### config.mk
export PLATFORM = sky130hd
export DESIGN_NAME = norm_shift_unit
export DESIGN_NICKNAME = d
export VERILOG_FILES = /design/src/rtl/norm_shift_unit.sv
export SDC_FILE = /design/constraint.sdc
export NUM_CORES = 1
export LEC_CHECK = 0
export ABC_AREA = 1
export CAP_MARGIN = 25
export CORE_ASPECT_RATIO = 0.8
export CORE_UTILIZATION = 59
export CTS_BUF_LIST = sky130_fd_sc_hd__clkbuf_8
export CTS_CLUSTER_SIZE = 30
export DETAILED_ROUTE_END_ITERATION = 16
export MAX_ROUTING_LAYER = met4
export PLACE_DENSITY = 0.87
export SYNTH_ARGS = -nofsm -noshare
export SYNTH_HDL_FRONTEND = slang
export SYNTH_SLANG_ARGS = --single-unit
### constraint.sdc
create_clock -name clk -period 3.3 [get_ports clk]
set_input_delay 0.33 -clock clk [delete_from_list [all_inputs] [get_ports clk]]
set_output_delay 0.33 -clock clk [all_outputs]
set_load 0.01 [all_outputs]
### src/rtl/norm_shift_unit.sv
// norm_shift_unit: leading-zero count then left normalize, 2-stage valid/ready pipe.
// NORM_CARRY_EN adds Carry_i/Right_o: a 1-bit right shift for adder carry-out.
module norm_shift_unit #(
  parameter int EWR = 5,
  parameter int SWR = 26
) (
  input  logic           clk,
  input  logic           rst,
  input  logic           load_i,
  output logic           ready_o,
  input  logic [SWR-1:0] Data_i,
`ifdef NORM_CARRY_EN
  input  logic           Carry_i,
  output logic           Right_o,
`endif
  output logic           valid_o,
  input  logic           ready_i,
  output logic [SWR-1:0] Data_o,
  output logic [EWR-1:0] Shift_Value_o,
  output logic           Zero_o
);

  if (SWR > 2**EWR - 1) begin : g_bad_cfg
    $error("norm_shift_unit: SWR must be <= 2**EWR-1");
  end

  typedef struct packed {
    logic [SWR-1:0] data;
    logic [EWR-1:0] lz;
  } s1_t;

  s1_t            s1;
  logic           s1_v;
  logic           s2_v;
  logic           s1_adv;
  logic           s2_adv;
  logic [EWR-1:0] lz;
`ifdef NORM_CARRY_EN
  logic           s1_cy;
`endif

  // highest set bit wins, so scan upward and let later hits override
  always_comb begin
    lz = EWR'(SWR);
    for (int i = 0; i < SWR; i++)
      if (Data_i[i]) lz = EWR'(SWR - 1 - i);
  end

  assign s2_adv  = ~s2_v | ready_i;
  assign s1_adv  = ~s1_v | s2_adv;
  assign ready_o = rst & s1_adv;
  assign valid_o = s2_v;

  always_ff @(posedge clk) begin
    if (!rst) begin
      s1_v          <= 1'b0;
      s2_v          <= 1'b0;
      s1            <= '0;
      Data_o        <= '0;
      Shift_Value_o <= '0;
      Zero_o        <= 1'b0;
`ifdef NORM_CARRY_EN
      s1_cy         <= 1'b0;
      Right_o       <= 1'b0;
`endif
    end else begin
      if (s1_adv) begin
        s1_v <= load_i;
        if (load_i) begin
          s1.data <= Data_i;
          s1.lz   <= lz;
`ifdef NORM_CARRY_EN
          s1_cy   <= Carry_i;
`endif
        end
      end
      if (s2_adv) begin
        s2_v <= s1_v;
        if (s1_v) begin
`ifdef NORM_CARRY_EN
          if (s1_cy) begin
            Data_o        <= {1'b1, s1.data[SWR-1:1]};
            Shift_Value_o <= EWR'(1);
            Zero_o        <= 1'b0;
            Right_o       <= 1'b1;
          end else begin
            Data_o        <= s1.data << s1.lz;
            Shift_Value_o <= s1.lz;
            Zero_o        <= (s1.lz == EWR'(SWR));
            Right_o       <= 1'b0;
          end
`else
          Data_o        <= s1.data << s1.lz;
          Shift_Value_o <= s1.lz;
          Zero_o        <= (s1.lz == EWR'(SWR));
`endif
        end
      end
    end
  end

endmodule
==> results.md, run 1 <==
- Outcome: finished clean
- Drt wl/cell: 14.1 µm
- GR Util met2: 0.528
- Initial Util: 0.610
- Fin Setup TNS: 0 ns
- Reg-to-reg endpoint: Data_o[25]
- PnR worst setup slack: about 1.0 ns
- Yosys reg bits: between 60 and 70
- Mapped Avg Cell Area: around 6.4 µm²
- Root buffer cell: clkbuf_8
- CTS Buf Count: 9
- CP Max Fanout: 30
- Endpoints failing hold: 0
- Placed inst area: between 4000 and 5000 µm²
- First-pass GRT wire length: around 16 mm
- Total Routing Usage GR: 0.340
- Delay-heaviest family, CP: flip-flops
- Antenna Cells: 0
- Slowest cell on the critical path: dfxtp_1
- Post-CTS Setup Bufs: 0
- CP Data Required Time: between 3 and 4 ns
- Area leader, netlist: dfxtp_1
- Warnings from Yosys: 0
- Die height: 71.8 µm
- Pins over their slew limit: 0
- CP peak stage delay: 0.78 ns
- Clk sinks: between 60 and 70
- Layer with the highest usage: met2
- Max Cap Viol: 0
- Number of port buffers: 63
- Clock latency on the worst-skew pair: 0.34 ns
- # setup viols final: 0
- Initial antenna violation count: 0
- Worst hold path cell count: 2
- Mapped Cells: ~560
- Total Routed Length: ~9.8 mm
- Die width: 89.2 µm
- Mapped Area: roughly 3600 µm²
- CP bufs+invs: 2
- Register area share after synthesis: 0.362
- Min cycle time layout: between 2 and 2.5 ns
- TritonCTS clock tree: done
- Rel. slew slack: 0.525
- Post-synthesis cell type count: 33
- Overflow after GRT: 0
- Via count: between 3k and 4k
- CTS clk-pin slew, worst paths: roughly 0.060 ns
- Worst Tran Pin Value: about 0.71 ns
- RR Startpoint: s1[1]
- Row cnt: 25
- Hold Path Class: flop to flop
- CP arrival: ~2.5 ns
- Hold EP: Data_o[12]
- Unrepaired setup endpoints after global routing: no
- Reg2Reg Setup Slack: ~1.0 ns
- Register area: 1300 µm²
- Cell Pwr Density: between 400 and 500 nW/µm²
- DR vias/cell: around 5.6
- Area grow syn2layout: 24.0%
- Global routing usage on met1: 0.450
- Vias in the first global route: ~3.5k
- Gpl congestion: around 0.9
- Worst VDD drop: 0.409 mV
- Die area: between 6000 and 7000 µm²
- Crit start category: flop
- Share of the synthesized area in the top cell type: 0.362
- Io pins: 64
- Max clock buf depth: 2
- DRT Pass-1 Iters: 5
- DR DRC count: 0
- Nets: between 600 and 700
- Fraction of layout cells with a size suffix above 1: 0.0507
- Worst Hold Launch: Data_o[12]
- Post-cts sizing count: 0
- CP Capture Type: flop
- Synth Net Count: 592
- Clk_skew: between 0.005 and 0.006 ns
- Tcrit/Tclk final: 0.695
- Largest net degree at the start of global routing: 53
- # hold bufs at CTS: 0
- Core area: a little under 6000 µm²
- DRT iter0 DRCs: 356
- H-tree level count: 3
- Post-place setup slack: around 0.96 ns
- Static Leak: between 0.0015 and 0.002 µW
- Fillers: 508
- Area occupied by multi-input gates: approximately 1900 µm²
- Grt met3 use: 0.0876
- Synth area leaders: dfxtp_1, nand2_1, a21oi_1
- Crit Path Category: flop to flop
- Cell Chain, Critical Path: inv_2, o21ai_0, mux2i_1, nor2_1, o221ai_1, nand2_1, inv_1
- Final instance area: between 4000 and 5000 µm²
- HPWL Detailed: ~7.2 mm
- FMAX: around 440 MHz
- Worst R2R Path Depth: 7
- Tot Pwr: about 1900 µW
- Remaining antenna violation count: 0
==> how the worst max path moves through the flow <==
| stage | slack (ns) | to | cells after the start | startpoint |
|---|---|---|---|---|
| after floorplan | 1.72 | s1[0] | 27 | Data_i[1] |
| after global placement | 1.06 | s1[0] | 28 | Data_i[1] |
| after detailed placement | 0.96 | Data_o[23] | 10 | ready_i |
| after CTS | 1.05 | Data_o[17] | 6 | s1[1] |
| after global routing | 0.79 | Data_o[24] | 7 | s1[1] |
| final | 1.01 | Data_o[25] | 7 | s1[1] |
==> logic make-up after synthesis <==
group,synth area share
muxes,0.0335
AOI/OAI and AO/OA,0.257
buffers and inverters,0.114
and+or+nand+nor,0.233
DFF,0.362
==> metrics by stage <==
stage / cells / util / hold slack (ns)
final: 693 / 0.757 / 0.465
after global routing: 693 / 0.757 / 0.489
after CTS: 692 / 0.752 / 0.467
after detailed placement: 677 / 0.719 / 0.457
after global placement: 677 / 0.719 / 0.454
after floorplan: 562 / - / 0.439
==> routing by layer <==
| layer | up-vias | part of all wire | wire [µm] |
|---|---|---|---|
| met2 | 130 | 0.47 | 4640 |
| met3 | 18 | 0.061 | 592 |
| met5 | - | 0 | 0 |
| li1 | 1935 | - | - |
| met1 | 1786 | 0.45 | 4420 |
| met4 | 0 | 0.013 | 132 |
==> power by group <==
group / total (µW) / leakage [µW] / switching, µW / internal (µW)
registers: 854 / 0.000534 / 25.5 / 828
logic: 369 / 0.00122 / 216 / 153
clock network: 670 / 0.000106 / 290 / 380
total: 1890 / 0.00186 / 532 / 1360
==> synth_stat cells, drive strengths merged <==
library cell	instances
nor2	41
o221ai	2
o21bai	2
dfxtp	65
o311ai	2
a211oi	1
a2bb2oi	2
nand4	2
a221oi	1
o21ai	81
a21oi	58
clkbuf	23
a22oi	2
buf	13
a211o	1
clkinv	1
nor3	8
nand2	153
o31ai	1
nor4	1
o211ai	4
bufinv	1
nand3	10
a31oi	7
mux2i	12
inv	64
a32oi	1
a22o	2
a311oi	1
==> cell usage in the layout (no fill, tap or decap), types with 4 or more instances in the layout <==
master and count:
buf_4 7, nor2_1 41, clkdlybuf4s50_1 63, clkbuf_8 11, o21ai_1 35, a21oi_1 57
nor3_1 8, inv_2 7, dfxtp_1 65, o21ai_0 46, mux2i_1 12, nand2_1 153
o211ai_1 4, a31oi_1 7, inv_1 58, nand3_1 10
==> flip-flops by register name, indices dropped and copies added (netlist names) <==
| name | cells |
|---|---|
| Data_o | 26 |
| Shift_Value_o | 5 |
| Zero_o | 1 |
| s1 | 31 |
| s1_v | 1 |
| valid_o | 1 |
==> worst reg2reg max path: cells and delay by family (launching register included) <==
family / cells / cell delay, ns
compound gates: 2 / 0.55
mux: 1 / 0.21
simple gates: 2 / 0.20
buf+inv: 2 / 0.46
flops: 1 / 0.78
==> layout make-up <==
class / count / share of cell area
repair buffers: 71 / 0.160
clock inverters: 4 / 0.00984
multi-input cells: 395 / 0.423
well taps: 81 / 0.0228
clock buffers: 11 / 0.0340
flip-flops and latches: 65 / 0.292
inverters: 66 / 0.0588
(Power assumes the default switching activity.)
==> inputs of run 2 (changes only) <==
--- a/config.mk
+++ b/config.mk
@@ -8,12 +8,12 @@
 export ABC_AREA = 1
 export CAP_MARGIN = 25
 export CORE_ASPECT_RATIO = 0.8
-export CORE_UTILIZATION = 59
+export CORE_UTILIZATION = 55
 export CTS_BUF_LIST = sky130_fd_sc_hd__clkbuf_8
 export CTS_CLUSTER_SIZE = 30
 export DETAILED_ROUTE_END_ITERATION = 16
 export MAX_ROUTING_LAYER = met4
-export PLACE_DENSITY = 0.87
+export PLACE_DENSITY = 0.82
 export SYNTH_ARGS = -nofsm -noshare
 export SYNTH_HDL_FRONTEND = slang
 export SYNTH_SLANG_ARGS = --single-unit
==> constraint.sdc (replaced) <==
create_clock -name clk -period 2.3 [get_ports clk]
set_input_delay 0.23 -clock clk [delete_from_list [all_inputs] [get_ports clk]]
set_output_delay 0.23 -clock clk [all_outputs]
set_load 0.01 [all_outputs]
==> results.md, run 2 (synthesis gave the netlist of run 1 again) <==
- Outcome: finished clean
- Worst Tran Pin Value: approximately 1.0 ns
- Clock latency on the worst-skew pair: 0.35 ns
- CP arrival: roughly 2.4 ns
- Cell Pwr Density: ~630 nW/µm²
- Reg2Reg Setup Slack: roughly 0.17 ns
- Reg-to-reg endpoint: Data_o[24]
- Static Leak: around 0.0019 µW
- Largest net degree at the start of global routing: 53
- Worst VDD drop: 0.361 mV
- CP Max Fanout: 18
- Clk sinks: between 60 and 70
- Worst hold path cell count: 2
- First-pass GRT wire length: ~16 mm
- Max Cap Viol: 0
- CTS Buf Count: 9
- DR vias/cell: between 5 and 6
- Fin Setup TNS: 0 ns
- Root buffer cell: clkbuf_8
- Fin util: 0.736
- Crit start category: flop
- Most common cell after layout, fill and taps aside: nand2_1
- Drt wl/cell: 13.8 µm
- TritonCTS clock tree: done
- Biggest register: s1
- Largest register FFs: 31
- Placed inst area: approximately 4300 µm²
- Number of port buffers: between 60 and 70
- HPWL Detailed: approximately 7.0 mm
- Max clock buf depth: 2
- Unrepaired setup endpoints after global routing: no
- CTS clk-pin slew, worst paths: 0.07 ns
- CP peak stage delay: about 0.67 ns
- Cell Chain, Critical Path: clkinv_1, a21oi_1, o221ai_1, nand2_1, inv_1
- Area grow syn2layout: 25.1%
- Die area: around 6900 µm²
- Endpoints failing hold: 0
- CP bufs+invs: 2
- Slowest cell on the critical path: dfxtp_1
- Antenna Cells: 0
- CP Launch Point: s1[3]
- Rel. slew slack: 0.325
- DRT iter0 DRCs: approximately 350
- Initial antenna violation count: 0
- Post-CTS Setup Bufs: 0
- Hold EP: Data_o[3]
- Worst R2R Path Depth: 5
- CP Capture Type: flop
- # hold bufs at CTS: 0
- Total Routed Length: approximately 9.6 mm
- Remaining antenna violation count: 0
- Total Routing Usage GR: 0.306
- DR DRC count: 0
- Nets: 639
- Row cnt: 25
- Initial Util: 0.589
- Io pins: 64
- Die height: 74.3 µm
- Gpl congestion: around 0.9
- Vias in the first global route: between 3k and 4k
- H-tree level count: 3
- Die width: between 90 and 100 µm
- Worst Hold Launch: Data_o[3]
- Largest regs: s1: 31 flops, Data_o: 26 flops, Shift_Value_o: 5 flops
- CP Data Required Time: 2.55 ns
- Cell Count Post-Placement: ~680
- RR Startpoint: s1[3]
- Non-Filler Instances: about 690
- Hold Path Class: flop to flop
- Overflow after GRT: 0
- Core area: ~6100 µm²
- Delay-heaviest family, CP: flip-flops
- Tcrit/Tclk final: 0.924
- Crit Path Category: flop to flop
- Post-cts sizing count: 0
- Clk_skew: around 0.0096 ns
- # setup viols final: 0
- Final instance area: between 4000 and 5000 µm²
- Min cycle time layout: around 2.1 ns
- FMAX: 470 MHz
- Via count: slightly below 4k
- DRT Pass-1 Iters: 8
- Most frequent cells in the layout: nand2_1, dfxtp_1, clkdlybuf4s50_1, inv_1, a21oi_1
- Fraction of layout cells with a size suffix above 1: 0.0506
- Pins over their slew limit: 0
## run 2: how the worst max path moves through the flow
stage | to | slack [ns] | cells after the start
4_1_cts | Data_o[24] | 0.28 | 6
3_3_place_gp | s1[0] | 0.15 | 28
5_1_grt | Data_o[25] | 0.03 | 6
6_report | Data_o[24] | 0.17 | 5
3_5_place_dp | s1[0] | 0.13 | 28
2_1_floorplan | Data_o[25] | 0.74 | 10
## run 2: area by class of cell
type                       count  area (µm²)
timing repair buffer          72         736
clock inverter                 5        72.6
multi-input combinational    395        1880
sequential                    65        1300
clock buffer                  10         138
fill                         503        1610
tap                           81         101
inverter                      66         262
## run 2: worst min-delay path: stages, from the launching register on
cell	delay (ns)
dfxtp_1	0.31
nand2_1	0.06
a21oi_1	0.05
## run 2: routing by layer
layer,track usage,share of wire,vias to the layer above
met3,0.0685,0.072,17
met4,0.0972,0.016,0
met5,-,0,-
li1,-,-,1933
met1,0.390,0.45,1765
met2,0.487,0.47,146
## run 2: power breakdown
| group | switching [µW] | leakage [µW] | internal (µW) |
|---|---|---|---|
| clock | 429 | 0.000115 | 624 |
| sequential | 32.2 | 0.000534 | 1190 |
| combinational | 311 | 0.00123 | 223 |
| total | 772 | 0.00188 | 2040 |
## run 2: through the flow
| stage | hold WS, ns | setup WS [ns] | total power [µW] |
|---|---|---|---|
| after floorplan | 0.358 | 0.743 | 1560 |
| after global placement | 0.452 | 0.149 | 1760 |
| after detailed placement | 0.455 | 0.127 | 1770 |
| after CTS | 0.465 | 0.278 | 2800 |
| after global routing | 0.481 | 0.0305 | 2920 |
| final | 0.463 | 0.174 | 2810 |
==> inputs of run 3 (changes only) <==
--- a/config.mk
+++ b/config.mk
@@ -8,12 +8,14 @@
 export ABC_AREA = 1
 export CAP_MARGIN = 25
 export CORE_ASPECT_RATIO = 0.8
-export CORE_UTILIZATION = 55
+export CORE_UTILIZATION = 65
 export CTS_BUF_LIST = sky130_fd_sc_hd__clkbuf_8
 export CTS_CLUSTER_SIZE = 30
 export DETAILED_ROUTE_END_ITERATION = 16
+export DONT_BUFFER_PORTS = 1
+export HOLD_SLACK_MARGIN = 0.12
 export MAX_ROUTING_LAYER = met4
-export PLACE_DENSITY = 0.82
+export PLACE_DENSITY = 0.8
 export SYNTH_ARGS = -nofsm -noshare
 export SYNTH_HDL_FRONTEND = slang
 export SYNTH_SLANG_ARGS = --single-unit
==> results.md, run 3 (synthesis gave the netlist of run 1 again) <==
- CP Max Fanout: 2
- Largest regs: s1: 31 flops, Data_o: 26 flops, Shift_Value_o: 5 flops
- Worst Hold Slack: 0.122 ns
- Number of port buffers: 0
- CTS Buf Count: 9
- H-tree level count: 3
- DRT Pass-1 Iters: 5
- Min cycle time layout: between 1.5 and 2 ns
- Antenna Cells: 0
- GR Util met2: 0.568
- Max clock buf depth: 2
- Biggest register: s1
- Drt wl/cell: 14.6 µm
- HPWL Detailed: between 6 and 7 mm
- Fin util: 0.787
- Core area: slightly above 5000 µm²
- Cell Count Post-Placement: between 500 and 600
- Nets: 600
- Gpl congestion: between 0.9 and 1
- Die width: about 85 µm
- CP Capture Type: flop
- Switching Fraction: 0.284
- CP Data Required Time: about 2.5 ns
- Initial Util: 0.697
- Hold Path Class: primary input to flop
- Sw power: between 700 and 800 µW
- Layer with the highest usage: met2
- Non-Filler Instances: about 640
- CP arrival: 2.20 ns
- Unrepaired setup endpoints after global routing: no
- Fraction of layout cells with a size suffix above 1: 0.0591
- Clk_skew: just over 0.007 ns
- Crit Path Category: primary input to flop
- Global routing usage on met1: 0.430
- Largest net degree at the start of global routing: 53
- Reg2Reg Setup Slack: about 0.51 ns
- Total Routed Length: between 9 and 10 mm
- Pint: ~1900 µW
- Total Routing Usage GR: 0.353
- TritonCTS clock tree: done
- Crit start category: primary input
- # setup viols final: 0
- Max Cap Viol: 0
- Static Leak: 0.00174 µW
- Grt met3 use: 0.0917
- First-pass GRT wire length: ~15 mm
- Io pins: between 60 and 70
- Rel. slew slack: 0.334
- Die area: 5830 µm²
- Area grow syn2layout: 13.0%
- Row cnt: 23
- Pins over their slew limit: 0
- Vias in the first global route: about 3.4k
- DR DRC count: 0
- Worst VDD drop: 0.409 mV
- Die height: between 60 and 70 µm
- Remaining antenna violation count: 0
- Root buffer cell: clkbuf_8
- Most frequent cells in the layout: nand2_1, dfxtp_1, inv_1, a21oi_1, o21ai_0
- Clk sinks: 65
- Outcome: finished clean
- Worst Tran Pin Value: 0.996 ns
- Cell Pwr Density: ~640 nW/µm²
- Overflow after GRT: 0
- CTS clk-pin slew, worst paths: 0.06 ns
- Largest register FFs: 31
- Initial antenna violation count: 0
- Tcrit/Tclk final: 0.859
- Fin Setup TNS: 0 ns
- DR vias/cell: 5.85
- Endpoints failing hold: 0
- Clock latency on the worst-skew pair: 0.34 ns
- Post-CTS Setup Bufs: 0
- Clock power share: 0.357
- Most common cell after layout, fill and taps aside: nand2_1
- Comb pwr share: 0.169
- Via count: 3,725
- Sequential power share: 0.475
- FMAX: 506 MHz
- DRT iter0 DRCs: between 300 and 400
## run 3: changes by cell type in the layout (fill, tap and decap cells not counted), moves of 4 or more
cell / delta
clkdlybuf4s50_1: -63
nand2_2: +4
dlygate4sd3_1: +25
nand2_1: -4
## run 3: layout make-up
type | instances | area [µm²]
clock buffers | 10 | 138
clock inverters | 6 | 51.3
fillers | 408 | 1100
inverters | 66 | 262
multi-input cells | 395 | 1890
flip-flops and latches | 65 | 1300
well taps | 62 | 77.6
repair buffers | 33 | 335
## run 3: worst max-delay path, stage by stage
cell,delay [ns]
dlygate4sd3_1,0.57
inv_2,0.07
nand2_1,0.05
nand2_1,0.08
nand2_2,0.06
nand2_2,0.06
nand2_1,0.05
nand2_1,0.05
nand2_1,0.04
nand2_1,0.05
nand2_1,0.05
nand2_1,0.05
nand2_1,0.05
nand2_2,0.06
nand2_1,0.05
nand2_1,0.05
nand2_1,0.06
nand2_2,0.06
nand2_1,0.05
nand2_1,0.05
nand2_1,0.05
nand2_1,0.05
nand2_1,0.05
nand2_1,0.06
nand2_1,0.04
nand2_1,0.06
a21oi_2,0.05
## run 3: power groups by stage
stage	Combinational [µW]	Sequential (µW)	Clock [µW]
after global placement	377	1260	0
after CTS	427	1240	938
final	440	1240	929
after floorplan	310	1250	0
after global routing	495	1240	994
after detailed placement	383	1260	0
## run 3: per-stage QoR
step | instance area [µm²] | power, µW | setup slack, ns
3_3_place_gp | 3610 | 1640 | 0.574
4_1_cts | 4050 | 2600 | 0.440
2_1_floorplan | 3590 | 1560 | 0.743
5_1_grt | 4060 | 2730 | 0.0151
3_5_place_dp | 3610 | 1640 | 0.558
6_report | 4060 | 2610 | 0.324
## run 3: what timing repair did
item | in CTS | in global routing
gates resized for setup | 0 | 4
hold endpoints to repair | 36 | 0
hold buffers | 25 | 0
setup endpoints to repair | 0 | 1
## run 3: final timing paths
path,depth (start not counted),to,startpoint
max,27,s1[0],Data_i[2]
min,2,s1[22],Data_i[17]
max reg2reg,8,Data_o[25],s1[0]
min reg2reg,2,s1[8],s1[8]
## run 3: routing by layer
metal,vias up,share of wire
li1,1863,-
met2,173,0.46
met4,0,0.016
met5,-,0
met1,1669,0.45
met3,20,0.082
